File: config.mk
export PLATFORM = sky130hd
export DESIGN_NAME = matrix_loader
export DESIGN_NICKNAME = d
export VERILOG_FILES = /design/src/rtl/matrix_loader.sv
export SDC_FILE = /design/constraint.sdc
export NUM_CORES = 1
export LEC_CHECK = 0
export CAP_MARGIN = 5
export CORE_MARGIN = 5
export CORE_UTILIZATION = 30
export CTS_BUF_LIST = sky130_fd_sc_hd__clkbuf_4 sky130_fd_sc_hd__clkbuf_8
export CTS_CLUSTER_DIAMETER = 120
export DETAILED_ROUTE_END_ITERATION = 12
export SKIP_LAST_GASP = 1
export SLEW_MARGIN = 20
export SYNTH_ARGS = -nofsm -noshare
export SYNTH_HDL_FRONTEND = slang
export SYNTH_SLANG_ARGS = --single-unit
File: constraint.sdc
create_clock -name clk -period 8.1 [get_ports clk]
set_input_delay 1.62 -clock clk [delete_from_list [all_inputs] [get_ports clk]]
set_output_delay 1.62 -clock clk [all_outputs]
set_load 0.02 [all_outputs]
File: src/rtl/matrix_loader.sv
// Write side of the MAC engine's matrix buffers: captures a serial stream of
// M1 then M2 (row-major), validates M1 cols == M2 rows, and serves reads.
module matrix_loader #(
  parameter int DW    = 8,
  parameter int DEPTH = 16
) (
  input  logic                 clk,
  input  logic                 rst,
  input  logic                 in_valid,
  output logic                 in_ready,
  input  logic signed [DW-1:0] in_data,
  input  logic [1:0]           in_row_size,
  input  logic [1:0]           in_col_size,
  input  logic [3:0]           M1_read_idx,
  output logic signed [DW-1:0] M1_data,
  input  logic [3:0]           M2_read_idx,
  output logic signed [DW-1:0] M2_data,
  output logic [1:0]           M1_row_size,
  output logic [1:0]           M1_col_size,
  output logic [1:0]           M2_row_size,
  output logic [1:0]           M2_col_size,
  output logic                 loaded,
  output logic                 size_err,
  // "release" is a reserved word, hence the prefixed name.
  input  logic                 i_release
);

  typedef enum logic [1:0] {S_M1, S_M2, S_READY, S_ERR} state_t;

  state_t              r_state;
  state_t              w_next_state;
  logic [3:0]          r_cnt;
  logic [3:0]          r_last;
  logic [1:0]          r_m1_rows, r_m1_cols, r_m2_rows, r_m2_cols;
  logic signed [DW-1:0] r_m1 [DEPTH];
  logic signed [DW-1:0] r_m2 [DEPTH];

  logic       w_accept;
  logic       w_first;
  logic [4:0] w_prod;
  logic [3:0] w_beat_last;
  logic [3:0] w_cur_last;
  logic       w_hit;
  logic [1:0] w_m2_rows;
  logic       w_match;

  assign in_ready    = (r_state == S_M1) || (r_state == S_M2);
  assign w_accept    = in_valid && in_ready && !i_release;
  assign w_first     = (r_cnt == 4'd0);
  assign w_prod      = (5'(in_row_size) + 5'd1) * (5'(in_col_size) + 5'd1);
  assign w_beat_last = 4'(w_prod - 5'd1);
  // On a matrix's first beat the last index comes straight from the inputs.
  assign w_cur_last  = w_first ? w_beat_last : r_last;
  assign w_hit       = (r_cnt == w_cur_last);
  assign w_m2_rows   = w_first ? in_row_size : r_m2_rows;
  assign w_match     = (r_m1_cols == w_m2_rows);

  always_comb begin
    w_next_state = r_state;
    case (r_state)
      S_M1: begin
        if (!i_release && w_accept && w_hit) w_next_state = S_M2;
      end
      S_M2: begin
        if (i_release) w_next_state = S_M1;
        else if (w_accept && w_hit) w_next_state = w_match ? S_READY : S_ERR;
      end
      S_READY, S_ERR: begin
        if (i_release) w_next_state = S_M1;
      end
      default: w_next_state = S_M1;
    endcase
  end

  always_ff @(posedge clk) begin
    if (!rst) begin
      r_state   <= S_M1;
      r_cnt     <= '0;
      r_last    <= '0;
      r_m1_rows <= '0;
      r_m1_cols <= '0;
      r_m2_rows <= '0;
      r_m2_cols <= '0;
    end else begin
      r_state <= w_next_state;
      if (i_release) begin
        r_cnt <= '0;
      end else if (w_accept) begin
        r_cnt <= w_hit ? 4'd0 : r_cnt + 4'd1;
        if (w_first) begin
          r_last <= w_beat_last;
          if (r_state == S_M1) begin
            r_m1_rows <= in_row_size;
            r_m1_cols <= in_col_size;
          end else begin
            r_m2_rows <= in_row_size;
            r_m2_cols <= in_col_size;
          end
        end
      end
    end
  end

  always_ff @(posedge clk) begin
    if (rst && w_accept) begin
      if (r_state == S_M1) r_m1[r_cnt] <= in_data;
      else                 r_m2[r_cnt] <= in_data;
    end
  end

  assign M1_data     = r_m1[M1_read_idx];
  assign M2_data     = r_m2[M2_read_idx];
  assign M1_row_size = r_m1_rows;
  assign M1_col_size = r_m1_cols;
  assign M2_row_size = r_m2_rows;
  assign M2_col_size = r_m2_cols;
  assign loaded      = (r_state == S_READY);
  assign size_err    = (r_state == S_ERR);

endmodule

==> impl_metrics.toml <==
[logic_synthesis]
syn_avg_cell_area_um2 = 20.6
synthDistinctLibCells = 38
synth_seq_cells = 274
ys_seq_area_frac = 0.735
syn_area_mm2 = 0.0110
synth_warnings = 0
syn_inst = 532
synth_nets = 567

[place]
port_buffers = 50
place_area_mm2 = 0.0120
dp.cells = 1037
place.gp.congestion = 0.739
dp_hpwl_um = 14500

[power]
peakVddDrop_mv = 0.0966
p_leak_nw = 4.05
p_per_area_mw_per_mm2 = 229

[floorplanning]
die_h_um = 201
die_w_um = 201
start_util = 0.301
io-pin-count = 51
num_rows = 70
dieArea_mm2 = 0.0404
core_mm2 = 0.0363

[global_routing]
grt_max_degree = 33
grt_usage = 0.114
grt_pass1_wl_um = 35000
antenna_found_initial = 0
grt_pass1_vias = 5644
overflow = 0

[clock_network]
cts.clk_slew.worst_paths_ps = 60
cts_setup_buffers = 0
root_buffer = "clkbuf_8"
numClockSinks = 274
ctsHoldBuffers = 0
htreeDepth = 2
clockBufferDepth = 3
cts_buffers = 44
clock_latency_ps = 540
cts_tree = "yes"
cts_resized = 0

[detailed_routing]
wl_per_cell_um = 20.9
drc = 0
drtIter0Drc = 276
dr_total_vias = 5277
routed_wl_um = 23200
dr.pass1.iters = 4
avgViaCountPerCell = 4.77
ant_nets = 0

[worst_hold_path]
min_path_type = "reg2reg"
worstHoldPathCells = 2

[timing]
hold_viol = 0
finalSetupViolCount = 0
slew_viol_final = 0
clock_skew_ps = 15.9
max_slew_margin = 0.292
fmax_mhz = 171
period_needed_ps = 5860
fin_crit_sh = 0.723
fin_tns_setup_ps = 0
hold_ws_ps = 469
rsz0062_at_grt = "no"
worstMarginPinSlew_ps = 1060

[layout]
fillers = 3300
antennaDiodeCount = 0
multi_input_area_mm2 = 0.00278
postLayoutCellArea_mm2 = 0.0129
layout-drive-gt1-share = 0.258
fin_nets = 650
stdcell_count = 1107
area_delta_synth_final_pct = 17.3
seq_area_mm2 = 0.00805

[worst_setup_path]
cp.arrival_ps = 4240
startpoint_type = "input port"
ff2ff_path_depth = 6
cp.required_ps = 6480
critPathKind = "in2out"
crit_path_max_fanout = 20
crit_path_end_kind = "primary output"

[run_status]
status = "finished clean"

[flow_run]
drv_cap = 0
## cells by family after synthesis
family | share of synthesized area
simple gates | 0.0458
compound gates | 0.0146
mux | 0.173
flops | 0.735
fa+ha+maj | 0.0139
buf+inv | 0.0117
xor+xnor | 0.00640
## sequential cells by signal, summed over array words and instances, names as in the netlist
signal,cells
r_m2,128
r_last,4
r_cnt,4
M1_col_size,2
r_m1,128
M2_col_size,2
M1_row_size,2
M2_row_size,2
r_state,2
## area by class of cell
class                   instances  share of cell area
flip-flops and latches        274               0.626
multi-input cells             226               0.216
clock buffers                  52              0.0523
well taps                     468              0.0456
repair buffers                 61              0.0426
clock inverters                18              0.0149
inverters                       8             0.00234
## synthesized netlist by cell type
master	number	share of area
nand2b_1	6	0.0034
o22ai_1	1	0.00057
a41oi_1	1	0.00080
mux4_2	80	0.16
mux2i_1	9	0.0082
o2111a_1	1	0.0010
clkbuf_1	14	0.0048
a2111oi_2	1	0.0014
nor2b_1	6	0.0034
xor2_1	3	0.0024
nor4b_1	1	0.00080
fa_1	2	0.0037
nand3_1	9	0.0041
nand3_2	1	0.00091
a221o_1	1	0.00091
o211a_1	2	0.0018
and3_1	6	0.0034
buf_2	6	0.0027
nor3b_4	1	0.0017
inv_1	8	0.0027
nor3_1	4	0.0018
nand2_1	23	0.0079
o32ai_1	1	0.00080
nor3b_1	1	0.00069
a21boi_0	5	0.0034
a21oi_1	1	0.00046
a211oi_1	1	0.00069
and2_1	16	0.0091
buf_1	4	0.0014
nor2_1	23	0.0079
nor2_2	1	0.00057
o21a_1	1	0.00069
edfxtp_1	256	0.70
dfxtp_1	18	0.033
ha_1	9	0.010
xnor2_1	5	0.0040
o21ai_0	3	0.0014
o211ai_1	1	0.00069
## worst paths after layout
path	startpoint	endpoint	slack, ps
worst max-delay path	M1_read_idx[0]	M1_data[4]	2240
worst min register to register	r_last[1]$_SDFFE_PN0P_	r_last[1]$_SDFFE_PN0P_	470
worst min-delay path	r_last[1]$_SDFFE_PN0P_	r_last[1]$_SDFFE_PN0P_	470
worst max register to register	r_cnt[0]$_SDFFE_PP0P_	r_m2[0][7]$_DFFE_PP_	5490
## placed cells by master (no fill, tap or decap), types with 11 or more instances in the layout
cell type / netlist / layout
buf_4: 0 / 11
and2_1: 16 / 16
dfxtp_1: 18 / 18
clkdlybuf4s50_1: 0 / 43
clkbuf_8: 0 / 45
edfxtp_1: 256 / 256
nand2_1: 23 / 23
mux4_2: 80 / 80
nor2_1: 23 / 23
## per-layer routing
metal	wire (µm)	track usage	part of all wire
met2	11600	0.193	0.50
met5	0	0	0
met3	1460	0.0258	0.063
met4	652	0.0433	0.028
met1	9460	0.144	0.41
## worst max-delay path, cell delays in order
cell             delay, ps
buf_2                  580
buf_4                  400
mux4_2                 540
mux4_2                 510
clkdlybuf4s50_1        560
## where the power goes
part / internal, mW / leakage [nW] / total, mW / switching, mW
registers: 1.55 / 2.45 / 1.55 / 0.00293
logic: 0.0860 / 1.16 / 0.184 / 0.0977
clock network: 0.674 / 0.448 / 1.20 / 0.525
## per-stage QoR
step / utilization / power (mW) / setup slack [ps]
after global placement: 0.330 / 1.77 / 2220
after detailed placement: 0.330 / 1.77 / 2180
after CTS: 0.354 / 2.97 / 2150
final: 0.354 / 2.94 / 2240
after global routing: 0.354 / 3.05 / 2070
after floorplan: - / 1.70 / 3280
No activity file was read; power rests on OpenSTA's default activity.
